**config.mk**
```make
export PLATFORM = sky130hd
export DESIGN_NAME = ibex_rf_write_arbiter
export DESIGN_NICKNAME = d
export VERILOG_FILES = /design/src/rtl/ibex_pkg.sv /design/src/rtl/ibex_rf_wr_fifo.sv /design/src/rtl/ibex_rf_write_arbiter.sv
export SDC_FILE = /design/constraint.sdc
export NUM_CORES = 1
export LEC_CHECK = 0
export BUFFER_PORTS_ARGS = -buffer_cell sky130_fd_sc_hd__buf_4
export CORE_ASPECT_RATIO = 1.75
export CORE_MARGIN = 2
export CORE_UTILIZATION = 35
export CTS_CLUSTER_DIAMETER = 100
export DETAILED_ROUTE_END_ITERATION = 6
export SYNTH_ARGS = -nofsm -noshare
export SYNTH_HDL_FRONTEND = slang
export SYNTH_SLANG_ARGS = --single-unit
```
**constraint.sdc**
```tcl
create_clock -name clk_i -period 2.5 [get_ports clk_i]
set_input_delay 0.25 -clock clk_i [delete_from_list [all_inputs] [get_ports clk_i]]
set_output_delay 0.25 -clock clk_i [all_outputs]
set_load 0.02 [all_outputs]
```
**src/rtl/ibex_pkg.sv**
```systemverilog
// Shared types for the register-file write arbiter: the write request record,
// the per-cycle grant encoding and the RV32E destination legality check.
package ibex_pkg;

    localparam int unsigned RfAddrWidth = 5;
    localparam int unsigned RfDataWidth = 32;

    typedef struct packed {
        logic [RfAddrWidth-1:0] waddr;
        logic [RfDataWidth-1:0] wdata;
    } rf_wr_req_t;

    typedef enum logic [1:0] {
        GrantNone = 2'd0,
        GrantEx   = 2'd1,
        GrantLsu  = 2'd2
    } grant_e;

    // x16..x31 do not exist on an RV32E core
    function automatic logic waddr_illegal(input logic [RfAddrWidth-1:0] waddr,
                                           input logic                   rv32e);
        return rv32e & waddr[RfAddrWidth-1];
    endfunction

endpackage

```
**src/rtl/ibex_rf_wr_fifo.sv**
```systemverilog
// Load-response buffer for the write arbiter. Pointers wrap modulo Depth, so
// non-power-of-two depths are fine. Every entry's destination and valid bit is
// exposed so the arbiter can compare them against ID read addresses.
module ibex_rf_wr_fifo
    import ibex_pkg::*;
#(
    parameter  int unsigned Depth     = 2,
    parameter  int unsigned DataWidth = 32,
    localparam int unsigned CntW      = $clog2(Depth + 1),
    localparam int unsigned PtrW      = (Depth > 1) ? $clog2(Depth) : 1
) (
    input  logic                               clk_i,
    input  logic                               rst_i,
    input  logic                               push_i,
    input  logic [RfAddrWidth-1:0]             push_waddr_i,
    input  logic [DataWidth-1:0]               push_wdata_i,
    input  logic                               pop_i,
    output logic [RfAddrWidth-1:0]             head_waddr_o,
    output logic [DataWidth-1:0]               head_wdata_o,
    output logic                               empty_o,
    output logic                               full_o,
    output logic [CntW-1:0]                    count_o,
    output logic [Depth-1:0][RfAddrWidth-1:0]  entry_waddr_o,
    output logic [Depth-1:0]                   entry_valid_o
);

    logic [Depth-1:0][RfAddrWidth-1:0] waddr_q;
    logic [DataWidth-1:0]              wdata_q [Depth];
    logic [Depth-1:0]                  valid_q;
    logic [PtrW-1:0]                   wr_ptr_q;
    logic [PtrW-1:0]                   rd_ptr_q;
    logic [CntW-1:0]                   count_q;

    function automatic logic [PtrW-1:0] ptr_next(input logic [PtrW-1:0] ptr);
        return (ptr == PtrW'(Depth - 1)) ? '0 : ptr + PtrW'(1);
    endfunction

    // Entry payload; no reset needed since valid_q qualifies every use
    always_ff @(posedge clk_i) begin
        if (push_i) begin
            waddr_q[wr_ptr_q] <= push_waddr_i;
            wdata_q[wr_ptr_q] <= push_wdata_i;
        end
    end

    // Pointers, occupancy and per-entry valid bits
    always_ff @(posedge clk_i) begin
        if (rst_i) begin
            wr_ptr_q <= '0;
            rd_ptr_q <= '0;
            count_q  <= '0;
            valid_q  <= '0;
        end else begin
            if (push_i) begin
                valid_q[wr_ptr_q] <= 1'b1;
                wr_ptr_q          <= ptr_next(wr_ptr_q);
            end
            if (pop_i) begin
                valid_q[rd_ptr_q] <= 1'b0;
                rd_ptr_q          <= ptr_next(rd_ptr_q);
            end
            case ({push_i, pop_i})
                2'b10:   count_q <= count_q + CntW'(1);
                2'b01:   count_q <= count_q - CntW'(1);
                default: count_q <= count_q;
            endcase
        end
    end

    assign head_waddr_o  = waddr_q[rd_ptr_q];
    assign head_wdata_o  = wdata_q[rd_ptr_q];
    assign empty_o       = (count_q == '0);
    assign full_o        = (count_q == CntW'(Depth));
    assign count_o       = count_q;
    assign entry_waddr_o = waddr_q;
    assign entry_valid_o = valid_q;

endmodule

```
**src/rtl/ibex_rf_write_arbiter.sv**
```systemverilog
// Register-file write port arbiter: merges EX results and buffered LSU load
// responses into one registered write per cycle, alternating fairly when both
// contend, and flags read-after-write hazards towards ID.
// Optional feature macro: IBEX_RF_WRARB_BYPASS_EN (forward the output stage
// to ID instead of stalling on it).
module ibex_rf_write_arbiter
    import ibex_pkg::*;
#(
    parameter  int unsigned DataWidth    = 32,
    parameter  bit          RV32E        = 1'b0,
    parameter  int unsigned LsuFifoDepth = 2,
    localparam int unsigned PendW        = $clog2(LsuFifoDepth + 1)
) (
    input  logic                   clk_i,
    input  logic                   rst_i,
    input  logic                   ex_valid_i,
    input  logic [RfAddrWidth-1:0] ex_waddr_i,
    input  logic [DataWidth-1:0]   ex_wdata_i,
    output logic                   ex_ready_o,
    input  logic                   lsu_valid_i,
    input  logic [RfAddrWidth-1:0] lsu_waddr_i,
    input  logic [DataWidth-1:0]   lsu_wdata_i,
    output logic                   lsu_ready_o,
    output logic [RfAddrWidth-1:0] rf_waddr_o,
    output logic [DataWidth-1:0]   rf_wdata_o,
    output logic                   rf_we_o,
    input  logic [RfAddrWidth-1:0] id_raddr_a_i,
    input  logic [RfAddrWidth-1:0] id_raddr_b_i,
    output logic                   id_hazard_o,
    output logic                   fwd_a_valid_o,
    output logic                   fwd_b_valid_o,
    output logic [DataWidth-1:0]   fwd_data_o,
    output logic [PendW-1:0]       pending_o,
    output logic                   err_o
);

    logic                                     fifo_empty;
    logic                                     fifo_full;
    logic [RfAddrWidth-1:0]                   head_waddr;
    logic [DataWidth-1:0]                     head_wdata;
    logic [LsuFifoDepth-1:0][RfAddrWidth-1:0] entry_waddr;
    logic [LsuFifoDepth-1:0]                  entry_valid;
    logic                                     last_lsu_q;
    grant_e                                   grant;
    logic [RfAddrWidth-1:0]                   sel_waddr;
    logic [DataWidth-1:0]                     sel_wdata;
    logic                                     sel_illegal;
    logic                                     fifo_match_a;
    logic                                     fifo_match_b;
    logic                                     out_match_a;
    logic                                     out_match_b;

    // Readiness depends only on registered occupancy, never on this cycle's pop
    assign lsu_ready_o = !fifo_full;

    ibex_rf_wr_fifo #(
        .Depth     (LsuFifoDepth),
        .DataWidth (DataWidth)
    ) u_fifo (
        .clk_i         (clk_i),
        .rst_i         (rst_i),
        .push_i        (lsu_valid_i && !fifo_full),
        .push_waddr_i  (lsu_waddr_i),
        .push_wdata_i  (lsu_wdata_i),
        .pop_i         (grant == GrantLsu),
        .head_waddr_o  (head_waddr),
        .head_wdata_o  (head_wdata),
        .empty_o       (fifo_empty),
        .full_o        (fifo_full),
        .count_o       (pending_o),
        .entry_waddr_o (entry_waddr),
        .entry_valid_o (entry_valid)
    );

    // Round-robin grant; a full FIFO wins outright so loads cannot back up
    always_comb begin
        grant = GrantNone;
        if (!fifo_empty && (fifo_full || !last_lsu_q || !ex_valid_i)) begin
            grant = GrantLsu;
        end else if (ex_valid_i) begin
            grant = GrantEx;
        end
    end

    assign ex_ready_o  = ex_valid_i && (grant == GrantEx);
    assign sel_waddr   = (grant == GrantLsu) ? head_waddr : ex_waddr_i;
    assign sel_wdata   = (grant == GrantLsu) ? head_wdata : ex_wdata_i;
    assign sel_illegal = waddr_illegal(sel_waddr, RV32E);

    // Output stage: one registered write per cycle; x0 and illegal targets are swallowed
    always_ff @(posedge clk_i) begin
        if (rst_i) begin
            rf_we_o    <= 1'b0;
            rf_waddr_o <= '0;
            rf_wdata_o <= '0;
            err_o      <= 1'b0;
            last_lsu_q <= 1'b0;
        end else begin
            rf_we_o <= 1'b0;
            err_o   <= 1'b0;
            if (grant != GrantNone) begin
                rf_waddr_o <= sel_waddr;
                rf_wdata_o <= sel_wdata;
                rf_we_o    <= (sel_waddr != '0) && !sel_illegal;
                err_o      <= sel_illegal;
                last_lsu_q <= (grant == GrantLsu);
            end
        end
    end

    // Compare ID read addresses against every buffered load destination
    always_comb begin
        fifo_match_a = 1'b0;
        fifo_match_b = 1'b0;
        for (int unsigned i = 0; i < LsuFifoDepth; i++) begin
            if (entry_valid[i] && (entry_waddr[i] == id_raddr_a_i)) fifo_match_a = 1'b1;
            if (entry_valid[i] && (entry_waddr[i] == id_raddr_b_i)) fifo_match_b = 1'b1;
        end
        fifo_match_a = fifo_match_a && (id_raddr_a_i != '0);
        fifo_match_b = fifo_match_b && (id_raddr_b_i != '0);
    end

    assign out_match_a = rf_we_o && (id_raddr_a_i != '0) && (rf_waddr_o == id_raddr_a_i);
    assign out_match_b = rf_we_o && (id_raddr_b_i != '0) && (rf_waddr_o == id_raddr_b_i);

`ifdef IBEX_RF_WRARB_BYPASS_EN
    assign id_hazard_o   = fifo_match_a || fifo_match_b;
    assign fwd_a_valid_o = out_match_a;
    assign fwd_b_valid_o = out_match_b;
    assign fwd_data_o    = rf_wdata_o;
`else
    assign id_hazard_o   = fifo_match_a || fifo_match_b || out_match_a || out_match_b;
    assign fwd_a_valid_o = 1'b0;
    assign fwd_b_valid_o = 1'b0;
    assign fwd_data_o    = '0;
`endif

endmodule

```
==> reports/metrics.csv, run 1 <==
stage,metric,value,unit
route,initial drt markers,113,
cts,CTS tree,yes,
place,post-DP HPWL,8784,um
worst_setup_path,Crit Path Category,flop to primary output,
synth,largest family of logic cells by synthesized area,multiplexers,
timing,Max Slew Vio Count,0,
global_routing,Total GRT Usage,14.76,%
timing,fin crit share,81.44,%
worst_setup_path,Worst Path Max Fanout,3,
worst_hold_path,min-delay worst type,primary input to flop,
floorplanning,Die Height,167.3,um
timing,worst slew pin tran,847.7,ps
finish,share of layout cells above drive strength 1,37.83,%
timing,Tmin final,2036,ps
cts,clk sinks,120,
floorplanning,Core Rows,59,
global_routing,largest net degree at the start of global routing,39,
cts,CTS buffer count,17,
finish,Final Core Density,46.81,%
route,wire per inst,16.01,um
timing,Fmax,0.4912,GHz
synth,synthesized cell area,0.005334,sq mm
synth,Synth Register Bits,120,
cts,"Clk pin slew, worst setup/hold paths",50,ps
route,Detail Route Antenna Nets,0,
synth,post-synthesis sequential area ratio,58.93,%
synth,adder-cell share of the synthesized area,0.2346,%
worst_setup_path,Setup crit end kind,primary output,
outcome,outcome,finished clean,
power_and_ir_drop,leak pwr,2.737,nW
synth,XOR/XNOR Fraction of Synth Area,5.583,%
power_and_ir_drop,post-layout power,7.707,mW
timing,setup TNS,0,ps
timing,RSZ-0062 raised after global routing,false,
global_routing,vias in the first global route,3650,
worst_setup_path,R2R Path Start,u_fifo.count_o[0],
cts,post_cts resized,0,
synth,Post-Synth Simple-Gate Area,6.404,%
worst_hold_path,worst hold start,lsu_wdata_i[9],
place,Final GP Congestion,0.8783,
cts,H-tree lvl count,4,
global_routing,first-pass GRT wire length,18330,um
finish,area delta synth->final,30.87,%
job,max-cap violation count,0,
synth,Synth cell types,39,
timing,final hold vios,0,
cts,setup bufs post-CTS,0,
route,DR pass1 iterations,4,
floorplanning,core area,0.01491,sq mm
finish,Post-layout nets,639,
timing,clk_skew,9.957,ps
timing,setup slack after layout,464.1,ps
route,routed vias,3503,
worst_setup_path,worst reg-to-reg setup slack,680,ps
cts,clk buf depth,2,
cts,Worst-Skew Late Latency,400,ps
synth,post-synthesis mux area share,14.75,%
worst_setup_path,critical path data required time,2250,ps
route,DR vias/cell,4.696,
floorplanning,initial core utilization,35.77,%
place,port bufs,130,
floorplanning,die width,97.32,um
power_and_ir_drop,Cell Pwr Density,1104,mW/mm^2
cts,Root Buffer,clkbuf_16,
cts,cts hold-fix bufs,0,
worst_setup_path,Startpoint Class,flop,
timing,Min Hold Slack,30.42,ps
worst_setup_path,Critical path origin,u_fifo.entry_waddr_o[3],
power_and_ir_drop,worst vdd ir,0.5743,mV
timing,# setup viols final,0,
synth,post-synthesis cell count,412,
synth,synthesized area per cell,12.95,sq um
worst_setup_path,CP arrival,1790,ps
timing,Max transition margin,43.49,%
route,Residual DRC,0,
floorplanning,IO Count,166,
place,Place WS,669.6,ps
finish,Inserted Diodes,0,
global_routing,GRT overflow,0,
synth,Compound-Gate Fraction of Synth Area,5.653,%
route,Total Wirelength,11940,um
synth,YS warnings,0,
global_routing,initial antenna violation count,0,
floorplanning,Die Area,0.01628,sq mm
-- cell usage in the layout, fill, tap and decap left out, types with 2 or more instances in the layout --
cell type / count
edfxtp_1: 74
buf_12: 4
nand2_1: 43
o32ai_1: 2
conb_1: 35
xnor2_1: 28
buf_4: 135
clkinvlp_4: 4
mux2i_1: 37
a21oi_1: 3
bufinv_16: 4
o21ai_0: 4
a211oi_1: 2
nand4_1: 6
mux2_2: 37
a211o_1: 2
xor2_1: 6
clkinv_1: 3
dfxtp_1: 45
clkbuf_16: 17
clkinv_2: 2
nor3_1: 6
o21ai_1: 35
inv_1: 3
nor2_1: 8
-- path summary, 6_finish.rpt --
kind	cells after the start	endpoint
hold / removal	1	u_fifo.wdata_q[0][9]
hold reg to reg	2	rf_wdata_o[24]
setup / recovery	5	id_hazard_o
setup reg to reg	3	u_fifo.wdata_q[0][20]
-- cell families after synthesis --
family | after synthesis
DFF | 120
muxes | 74
and+or+nand+nor | 73
buffers and inverters | 57
AOI/OAI and AO/OA | 52
xor gates and xnor gates | 34
adders and majority gates | 1
other | 1
-- sequential cells by signal, summed over array words and instances, names as in the netlist, named ones only --
signal and count:
rf_wdata_o 32, u_fifo.wr_ptr_q 1, last_lsu_q 1, u_fifo.count_o 2, u_fifo.rd_ptr_q 1, u_fifo.wdata_q 64
rf_we_o 1, u_fifo.entry_waddr_o 10, rf_waddr_o 5, u_fifo.entry_valid_o 2
-- Yosys cell counts, drive strengths merged --
library cell | number | area (sq um)
dfxtp | 46 | 920.9
nor3 | 6 | 30.03
a21oi | 3 | 15.01
or2b | 1 | 7.510
edfxtp | 74 | 2222
xor2 | 6 | 52.55
nand4 | 6 | 37.54
a211o | 2 | 17.52
or4 | 1 | 7.510
mux2 | 37 | 416.7
mux2i | 37 | 370.4
nor4 | 2 | 27.53
nand2 | 43 | 161.4
nor2 | 9 | 36.29
ha | 1 | 12.51
and3 | 1 | 6.260
inv | 3 | 11.26
nor2b | 1 | 6.260
a211oi | 3 | 27.52
and3b | 1 | 8.760
a221o | 1 | 10.01
conb | 1 | 3.750
o21ai | 39 | 195.2
or3 | 1 | 6.260
buf | 51 | 422.9
a31oi | 1 | 12.51
clkbuf | 3 | 12.51
o22ai | 1 | 6.260
xnor2 | 28 | 245.2
o32ai | 2 | 17.52
or2 | 1 | 6.260
-- metal layers --
metal	track usage, %	share of wire (%)	vias to the layer above
li1	-	-	1681
met1	14.10	35	1660
met2	27.78	57	136
met3	3.506	4.7	26
met4	9.360	3.9	0
met5	0	0	-
-- area by class of cell --
type | count | area, sq um
clock buffers | 18 | 439.2
clock inverters | 14 | 180.2
fillers | 1373 | 7931
inverters | 3 | 11.26
multi-input cells | 269 | 1883
flip-flops and latches | 120 | 3144
well taps | 183 | 229.0
repair buffers | 139 | 1094
-- through the flow --
step / area [sq um] / std cells
6_report: 6980 / 746
3_5_place_dp: 6361 / 714
3_3_place_gp: 6361 / 714
2_1_floorplan: 5461 / 446
4_1_cts: 6980 / 746
5_1_grt: 6980 / 746
-- worst max-delay path, stage by stage, from the launching register on --
cell	delay (ps)
edfxtp_1	420
xnor2_1	230
nand4_1	110
o32ai_1	290
a221o_1	200
buf_4	140
-- where the power goes --
| part | leakage (nW) | internal, mW | switching (mW) | total [mW] |
|---|---|---|---|---|
| registers | 1.07 | 2.53 | 0.256 | 2.79 |
| logic | 1.37 | 1.14 | 1.26 | 2.40 |
| clock network | 0.290 | 1.68 | 0.840 | 2.52 |
Power figures use the tool's default switching activity.
==> inputs of run 2 (changes only) <==
Clock period 2.5 ns to 1.75 ns, I/O delays scaled along.
==> reports/metrics.csv, run 2 (synthesis gave the netlist of run 1 again) <==
stage,metric,value,unit
power_and_ir_drop,leak pwr,2.927,nW
place,Final GP Congestion,0.9087,
route,DR vias/cell,4.720,
worst_setup_path,Worst Path Max Fanout,3,
timing,Tmin final,1914,ps
route,Total Wirelength,12490,um
floorplanning,die width,97.32,um
worst_setup_path,Crit Path Category,flop to primary output,
cts,Root Buffer,clkbuf_16,
timing,Max Slew Vio Count,0,
cts,CTS tree,yes,
outcome,outcome,"finished, violations left",
route,Metal-1 WL,4236,um
finish,share of layout cells above drive strength 1,37.40,%
global_routing,GRT overflow,0,
route,Residual DRC,0,
worst_setup_path,CP arrival,1740,ps
cts,CTS buffer count,17,
finish,"commonest non-fill, non-tap cell in the layout",buf_4,
global_routing,first-pass GRT wire length,19860,um
worst_setup_path,Critical path origin,u_fifo.entry_waddr_o[2],
finish,number of flip-flops in the largest register,64,
timing,RSZ-0062 raised after global routing,true,
worst_setup_path,Startpoint Class,flop,
cts,clk sinks,120,
floorplanning,IO Count,166,
worst_setup_path,critical path's largest stage delay,430,ps
timing,fin crit share,109.4,%
power_and_ir_drop,Logic pwr share,32.9,%
worst_setup_path,R2R Path Start,u_fifo.count_o[1],
finish,largest reg by FF count,u_fifo.wdata_q,
place,DP Cell Count,717,
job,max-cap violation count,0,
timing,Fmax,0.5225,GHz
route,DR pass1 iterations,6,
worst_hold_path,min-delay worst type,primary input to flop,
finish,Inserted Diodes,0,
floorplanning,Die Height,167.3,um
timing,Min Hold Slack,32.49,ps
power_and_ir_drop,clock power share,31.0,%
worst_setup_path,reg-to-reg critical path endpoint,u_fifo.count_o[1],
worst_setup_path,CP cell instances,"xnor2_1, nand4_1, o32ai_2, a221o_1, buf_6",
power_and_ir_drop,sw power,3.423,mW
timing,clk_skew,8.016,ps
timing,setup slack after layout,-163.8,ps
cts,clk buf depth,2,
global_routing,Total GRT Usage,15.79,%
power_and_ir_drop,Cell Pwr Density,1492,mW/mm^2
cts,"Clk pin slew, worst setup/hold paths",50,ps
worst_setup_path,R2R depth,5,
worst_setup_path,worst reg-to-reg setup slack,120,ps
place,Place WS,138.3,ps
finish,post-route insts no fill,790,
power_and_ir_drop,Internal,7.625,mW
finish,most frequent cells in the layout,"141 x buf_4, 74 x edfxtp_1, 43 x nand2_1, 39 x dfxtp_1",
route,wire per inst,15.81,um
worst_setup_path,critical path data required time,1570,ps
cts,Worst-Skew Late Latency,400,ps
floorplanning,core area,0.01491,sq mm
route,met3 WL,598,um
place,area post-placement,0.006389,sq mm
timing,final hold vios,0,
worst_setup_path,CP endpoint,id_hazard_o,
global_routing,initial antenna violation count,0,
route,initial drt markers,166,
finish,cell area after layout,0.007405,sq mm
route,met2 wire len,7195,um
cts,H-tree lvl count,4,
floorplanning,Die Area,0.01628,sq mm
route,routed vias,3729,
worst_setup_path,slowest cell on the critical path,edfxtp_1,
global_routing,vias in the first global route,4011,
finish,FILL cells,1340,
floorplanning,initial core utilization,35.77,%
timing,# setup viols final,1,
place,post-DP HPWL,8961,um
route,Detail Route Antenna Nets,0,
power_and_ir_drop,switch share,30.98,%
finish,area delta synth->final,38.82,%
outcome,failing checks,setup timing,
place,port bufs,130,
finish,Post-layout nets,683,
floorplanning,Core Rows,59,
power_and_ir_drop,worst vdd ir,0.8936,mV
global_routing,largest net degree at the start of global routing,36,
worst_setup_path,Setup crit end kind,primary output,
power_and_ir_drop,Reg power frac,36.1,%
route,DR top layer,met4,
-- run 2: changes by cell type in the layout (fill, tap and decap cells not counted), moves of 3 or more --
cell	before	now
dlygate4sd3_1	0	37
buf_4	135	141
dfxtp_1	45	39
dfxtp_2	1	6
clkbuf_1	0	4
clkinv_1	3	0
-- run 2: power groups by stage --
stage / clock, mW / sequential, mW / combinational [mW]
after floorplan: 0 / 4.25 / 2.35
after global placement: 0 / 4.01 / 3.50
after detailed placement: 0 / 4.04 / 3.55
after CTS: 3.51 / 3.99 / 3.68
after global routing: 3.62 / 4.06 / 3.92
final: 3.43 / 3.99 / 3.63
-- run 2: how the worst min path moves through the flow --
| stage | start | end | slack (ps) | depth (start not counted) |
|---|---|---|---|---|
| 6_report | ex_wdata_i[21] | rf_wdata_o[21] | 30 | 3 |
| 5_1_grt | ex_wdata_i[27] | rf_wdata_o[27] | 20 | 3 |
| 4_1_cts | ex_wdata_i[21] | rf_wdata_o[21] | 10 | 3 |
| 3_5_place_dp | lsu_wdata_i[21] | u_fifo.wdata_q[0][21] | 360 | 1 |
| 3_3_place_gp | lsu_wdata_i[8] | u_fifo.wdata_q[0][8] | 360 | 1 |
| 2_1_floorplan | lsu_waddr_i[0] | u_fifo.entry_waddr_o[0] | 270 | 0 |
-- run 2: what timing repair did --
action                     CTS  global route
setup buffers                2             2
pin swaps                    3             4
hold endpoints to repair    74             0
cloned                       0             0
setup endpoints to repair    2             1
resized for setup            3             5
hold buffers                37             0
-- run 2: area by class of cell --
cell class,count,area (sq um),share of cell area [%]
clock buffers,24,493.0,6.658
clock inverters,8,95.09,1.284
inverters,3,11.26,0.1521
multi-input cells,269,1911,25.80
flip-flops and latches,120,3154,42.60
well taps,183,229.0,3.092
repair buffers,183,1511,20.41
-- run 2: through the flow --
stage,util (%),power (mW),TNS (ps)
after global placement,42.84,7.518,0
after CTS,49.47,11.17,-208.4
after floorplan,-,6.597,-2601
after detailed placement,42.84,7.590,0
after global routing,49.66,11.60,-297.5
final,49.66,11.05,-163.8
-- run 2: critical path: cells and delay by family, from the launching register on --
kind / cells / cell delay, ps
compound gates: 2 / 440
xor+xnor: 1 / 220
buf+inv: 1 / 120
flops: 1 / 430
simple gates: 1 / 130
-- run 2: metal layers --
| layer | GRT usage [%] | vias up |
|---|---|---|
| met5 | 0 | - |
| met3 | 3.631 | 32 |
| met4 | 9.360 | 0 |
| li1 | - | 1770 |
| met1 | 14.37 | 1788 |
| met2 | 30.95 | 139 |
